===== src/rtl/shift_sequencer.sv =====
// Multi-cycle sequencer around an external combinational 8-bit barrel shifter.
// Chains shifter passes for long logical shifts, and builds rotates from two passes combined with OR.
module shift_sequencer #(
    parameter int AMT_W = 5
) (
    input  logic             clk,
    input  logic             rst,
    input  logic             req_valid,
    output logic             req_ready,
    input  logic [7:0]       req_data,
    input  logic [AMT_W-1:0] req_amt,
    input  logic             req_lr,
    input  logic             req_rot,
    output logic             rsp_valid,
    input  logic             rsp_ready,
    output logic [7:0]       rsp_data,
    output logic [2:0]       sh_s,
    output logic [7:0]       sh_a,
    output logic             sh_lr,
    input  logic [7:0]       sh_y
);

    typedef enum logic [1:0] {IDLE, SHIFT, ROT2, DONE} state_t;

    state_t           state;
    logic [7:0]       acc;
    logic [7:0]       src;
    logic [AMT_W-1:0] rem;
    logic             dir;
    logic             rot;

    logic [2:0]       step;
    logic [AMT_W-1:0] rem_next;
    logic             req_zero;

    // One pass of the shifter covers at most 7 positions.
    assign step     = (rem > AMT_W'(7)) ? 3'd7 : rem[2:0];
    assign rem_next = rem - AMT_W'(step);
    assign req_zero = req_rot ? (req_amt[2:0] == 3'd0) : (req_amt == '0);

    assign req_ready = (state == IDLE) && !rst;
    assign rsp_valid = (state == DONE);

    always_comb begin
        // NOTE: every output gets a default first so no path leaves one unassigned (no latch).
        sh_s  = 3'd0;
        sh_a  = acc;
        sh_lr = dir;
        case (state)
            SHIFT: sh_s = step;
            ROT2: begin
                // Complementary pass: 8-k equals -k modulo 8.
                sh_s  = 3'd0 - rem[2:0];
                sh_a  = src;
                sh_lr = ~dir;
            end
            default: ;
        endcase
    end

    always_ff @(posedge clk) begin
        // NOTE: sequential state uses non-blocking assignments; the reset is synchronous to clk.
        if (rst) begin
            state    <= IDLE;
            acc      <= '0;
            src      <= '0;
            rem      <= '0;
            dir      <= 1'b0;
            rot      <= 1'b0;
            rsp_data <= '0;
        end else begin
            case (state)
                IDLE: begin
                    if (req_valid) begin
                        src <= req_data;
                        acc <= req_data;
                        dir <= req_lr;
                        rot <= req_rot;
                        rem <= req_rot ? AMT_W'(req_amt[2:0]) : req_amt;
                        if (req_zero) begin
                            state    <= DONE;
                            rsp_data <= req_data;
                        end else begin
                            state <= SHIFT;
                        end
                    end
                end
                SHIFT: begin
                    acc <= sh_y;
                    if (rot) begin
                        state <= ROT2;
                    end else begin
                        rem <= rem_next;
                        // Once the byte is all zeros further passes cannot change it.
                        if (rem_next == '0 || sh_y == 8'h00) begin
                            state    <= DONE;
                            rsp_data <= sh_y;
                        end
                    end
                end
                ROT2: begin
                    acc      <= acc | sh_y;
                    rsp_data <= acc | sh_y;
                    state    <= DONE;
                end
                DONE: begin
                    if (rsp_ready) state <= IDLE;
                end
                default: state <= IDLE;
            endcase
        end
    end

endmodule


===== config.mk =====
export PLATFORM = sky130hd
export DESIGN_NAME = shift_sequencer
export DESIGN_NICKNAME = d
export VERILOG_FILES = /design/src/rtl/shift_sequencer.sv
export SDC_FILE = /design/constraint.sdc
export NUM_CORES = 1
export LEC_CHECK = 0
export ABC_AREA = 0
export CAP_MARGIN = 25
export CORE_MARGIN = 4
export CORE_UTILIZATION = 53
export DETAILED_ROUTE_END_ITERATION = 7
export PLACE_DENSITY = 0.85
export SYNTH_ARGS = -nofsm -noshare
export SYNTH_HDL_FRONTEND = slang
export SYNTH_SLANG_ARGS = --single-unit

===== constraint.sdc =====
create_clock -name clk -period 4.2 [get_ports clk]
set_input_delay 0.63 -clock clk [delete_from_list [all_inputs] [get_ports clk]]
set_output_delay 0.63 -clock clk [all_outputs]
set_load 0.02 [all_outputs]

---- Word level (Yosys, flattened, before mapping) ----
Index checks and enable logic that the tools add are counted.
W data, S select, Z words.
cells by class
  add/subtract/negate cells ............... 2
  order comparisons ....................... 1
  equal/unequal tests ..................... 9
  multiplexer cells ....................... 22
  bitwise logic cells ..................... 2
  reduce and logical (&&, ||, !) cells .... 15
operators by type and width
  kind                   count
  $mux W8                6
  $pmux W8 S3            2
  $mux W5                3
  $logic_not A5 Y1       2
  $mux W2                5
  $pmux W5 S2            1
  $logic_not A8 Y1       1
  $ne A2 B2 Y1 const B   4
  $or A8 B8 Y8           1
  $pmux W2 S4            1
  $pmux W3 S2            1
  $reduce_and A3 Y1      2
  $gt A5 B3 Y1 const B   1
  $reduce_and A5 Y1      1
  $sub A5 B3 Y5          1
  $eq A2 B2 Y1 const B   2
  $reduce_and A2 Y1      2
  $logic_not A3 Y1       1
  $mux W3                1
  $ne A3 B3 Y1 const B   1
  $reduce_bool A3 Y1     1
  $sub A1 B3 Y3 const A  1
  $eq A2 B1 Y1 const B   1
  $logic_not A2 Y1       1
  7 further kinds        8
word-level totals
  register bits after elaboration ......... 33
  input bits .............................. 27
  output and inout bits ................... 22
  word-level logic and storage cells ...... 58

---- Logic depth before layout (Yosys ltp) ----
  word-level depth ........................ 8
  gate-level depth with buffers ........... 8
  gate-level depth less buffers ........... 7

---- Worst setup path after synthesis ----
Ideal clock, no wire load.
  path kind ............................... flip-flop to output port
  from .................................... register state[0]
  to ...................................... output sh_s[0]
  arrival ................................. 1.626 ns
  required time ........................... 3.570 ns
  setup slack ............................. 1.944 ns
  stages on the path, launching flop included .. 7
  path buffers ............................ 2
  cells stage by stage .................... dfxtp_1 inv_1 ha_1 buf_1 buf_2 o21ai_0 a21boi_1
between the ends
  word-level cells in the longest chain between the ends .. 2
  elaborated cells on any way between the ends .. 3
  those cells by class .................... eq/ne (2); mux (1)
RTL lines
  element                                              line  text
  start, declared                                      25    state_t state;
  start signal, assigned                               64    state <= IDLE;
  start signal, assigned                               81    state <= DONE;
  start signal, assigned                               84    state <= SHIFT;
  $eq A2 B2 Y1 / $eq A2 B1 Y1 (equally long branches)  49    case (state)
  $pmux W3 S2 (*)                                      49
  end, declared                                        17    output logic [2:0] sh_s,
Every way passes the cells marked *; elsewhere a longest branch is shown, timed or not.

---- Final worst setup path ----
  from .................................... register state[0]
  to ...................................... output sh_s[2]
The elaborated chain is that of the path after synthesis.

==> flow_summary.toml <==
[timing]
timing.hold.ws_ns = 0.456
finalCritPeriodShare = 0.769
fmax_ghz = 0.310
fin_ws_ns = 0.969
hold_violations = 0
fin_setup_tns_ns = 0
setup_viol = 0
clock_skew_ns = 0.00635
max-slew-margin-rel = 0.425
drv_slew = 0
tightest_slew_ns = 0.862
rsz0062_at_grt = "false"
min_period_ns = 3.23

[synth]
synth_cells = 249
syn-num-nets = 284
synth-simple-area-share = 0.176
ys_warn_count = 0
synth_top_family_by_area = "compound AO/OA/AOI/OAI gates"
netlist_area_sq_um = 1950
synth-seq-cells = 33
synth-compound-area-share = 0.265
ys_seq_area_frac = 0.340
yosysUniqueCellTypes = 45
synth_mux_area_frac = 0.0984
synthAdderAreaFrac = 0.0514
synth_area_per_cell_sq_um = 7.81
synth_xor_area_frac = 0.00900

[final_layout]
final_layout_size_suffix_gt1_frac = 0.0825
final_cells = 337
multi_input_area_sq_um = 1170
fillers = 288
final_util = 0.733
layout.nets = 326
antennaDiodeCount = 0
ff_latch_area_sq_um = 661
area_delta_synth_final_pct = 29.7

[setup_path]
reg2reg_depth = 6
worstSetupEndpointType = "output pin"
r2r_end = "acc[4]"
crit_path_max_fanout = 22
cp.required_ns = 3.57
ff2ff_setup_slack_ns = 1.87
r2r_start = "state[0]"
arrival_ns = 2.60
worstSetupPathType = "reg2out"
critPathMaxStageDelay_ns = 0.75
crit_buf_inv = 2
startpoint_type = "flop"
crit_chain = "inv_1, ha_1, nor3b_1, a221oi_1, nor2b_1, clkdlybuf4s50_1"
slowest_stage = "ha_1"
cp_top_family = "buffers and inverters"

[die]
die_x_um = 68.6
core_sq_um = 3440
die_h_um = 68.6
io_pins = 49
start_util = 0.565
num_rows = 21
dieArea_sq_um = 4700

[placement]
place_congestion = 0.899
portBuffers = 48
dp_hpwl_mm = 3.59
dp.cells = 330
place_ws_ns = 1.30

[worst_hold_path]
holdPathStages = 2
hold_end = "src[1]"
hp-class = "reg2reg"
worstHoldStart = "src[1]"

[run]
max-cap-violations = 0

[clock_tree]
cts_resized = 0
cts_root_buf = "clkbuf_8"
holdBufCountCts = 0
cts_made_buffers = 5
cts_buffer_depth = 2
htreeDepth = 2
cts_setup_buffers = 0
path_clk_slew_ns = 0.07
cts.sinks = 33
clk_latency_ns = 0.29
cts_tree = "done"

[pwr]
power_leakage_nw = 1.00
max-vdd-ir-drop_v = 0.000387
powerDensity_nw_per_um2 = 748

[route]
via_per_inst = 5.69
dr_total_vias = 1917
drt_iter0_markers = 171
totalWireLength_mm = 5.05
ant_nets = 0
drcViolationCount = 0
drt-pass1-iter-count = 4
route.detailed.wl_per_inst_um = 15.0

[global_routing]
grt_max_degree = 26
antenna_found_initial = 0
grt_pass1_vias = 1712
grt.total_usage = 0.235
grt_overflow_total = 0
grt_pass1_wl_mm = 8.13

[outcome]
run_status = "finished, final reports clean"
## worst max-delay path by stage
stage                     endpoint  depth (start not counted)      from
after floorplan            sh_s[0]                          6  state[0]
after CTS                  sh_s[2]                          6  state[0]
after detailed placement   sh_s[2]                          6  state[0]
final                      sh_s[2]                          6  state[0]
after global placement     sh_s[2]                          6  state[0]
after global routing       sh_s[2]                          7  state[0]
## synthesized netlist by cell type, drive strengths merged
cell / n / area, sq um
o221a: 1 / 11.3
nor2b: 6 / 37.5
nor3b: 1 / 7.51
o211ai: 2 / 15.0
o31ai: 2 / 15.0
mux2: 9 / 101
a32oi: 1 / 8.76
o21ba: 1 / 10.0
dfxtp: 33 / 661
a21boi: 2 / 15.0
a2bb2oi: 1 / 8.76
o22ai: 9 / 56.3
clkinv: 1 / 3.75
ha: 8 / 100
a21o: 1 / 7.51
a21oi: 30 / 154
nor2: 10 / 40.0
mux2i: 9 / 90.1
a221oi: 2 / 17.5
o2111ai: 1 / 26.3
or4: 3 / 26.3
a211oi: 5 / 42.5
xor2: 2 / 17.5
clkbuf: 9 / 33.8
nand2: 51 / 191
buf: 6 / 27.5
and2: 1 / 6.26
o311ai: 1 / 8.76
inv: 14 / 52.6
nand3: 1 / 5.00
o21ai: 18 / 93.8
or3: 1 / 6.26
o21a: 1 / 7.51
nand2b: 2 / 12.5
nor3: 2 / 10.0
a22oi: 1 / 7.51
a21bo: 1 / 10.0
## report_power, final
group | leakage [nW] | internal (mW) | total, mW | switching, mW
logic | 0.686 | 0.489 | 1.14 | 0.653
registers | 0.271 | 0.414 | 0.506 | 0.0917
clock network | 0.0443 | 0.130 | 0.240 | 0.110
total | 1.00 | 1.03 | 1.89 | 0.855
## registers in the layout (all words and copies together), names as in the netlist
register	count
acc	8
dir	1
rem	5
rot	1
rsp_data	8
src	8
state	2
## layout make-up
class / instances / area share
tap: 46 / 0.0228
multi-input combinational: 186 / 0.463
clock buffer: 7 / 0.0342
timing repair buffer: 50 / 0.196
sequential: 33 / 0.262
inverter: 15 / 0.0223
## placed cells by master, fill, tap and decap left out, types with 4 or more instances in the layout
master and count:
nand2_1 51, clkdlybuf4s50_1 48, dfxtp_1 33, a21oi_1 29, inv_1 14, o21ai_0 13
nor2_1 9, o22ai_1 9, mux2i_1 9, mux2_2 8, ha_1 8, nor2b_1 6
clkbuf_8 6, o21ai_1 4, a211oi_1 4
## metal layers
layer / share of wire / routed length (um) / GRT usage
met3: 0.080 / 404 / 0.0486
met4: 0.020 / 102 / 0.0918
met5: 0 / 0 / 0
met2: 0.45 / 2260 / 0.356
met1: 0.45 / 2280 / 0.325
## tightest hold or removal path, cell delays in order (launching register included)
cell and delay, ns:
dfxtp_1 0.31, nand2_1 0.05, a21oi_1 0.05
## metrics by stage
| stage | instance area, sq um | total power [mW] |
|---|---|---|
| after floorplan | 1950 | 1.29 |
| after global placement | 2440 | 1.62 |
| after detailed placement | 2440 | 1.63 |
| after CTS | 2520 | 1.88 |
| after global routing | 2520 | 2.02 |
| final | 2520 | 1.89 |
## cell families after synthesis
logic type	after synthesis
muxes	18
adders and majority gates	8
xor gates and xnor gates	2
DFF	33
AOI/OAI and AO/OA	80
buffers and inverters	30
and+or+nand+nor	78
(Power assumes the default switching activity.)
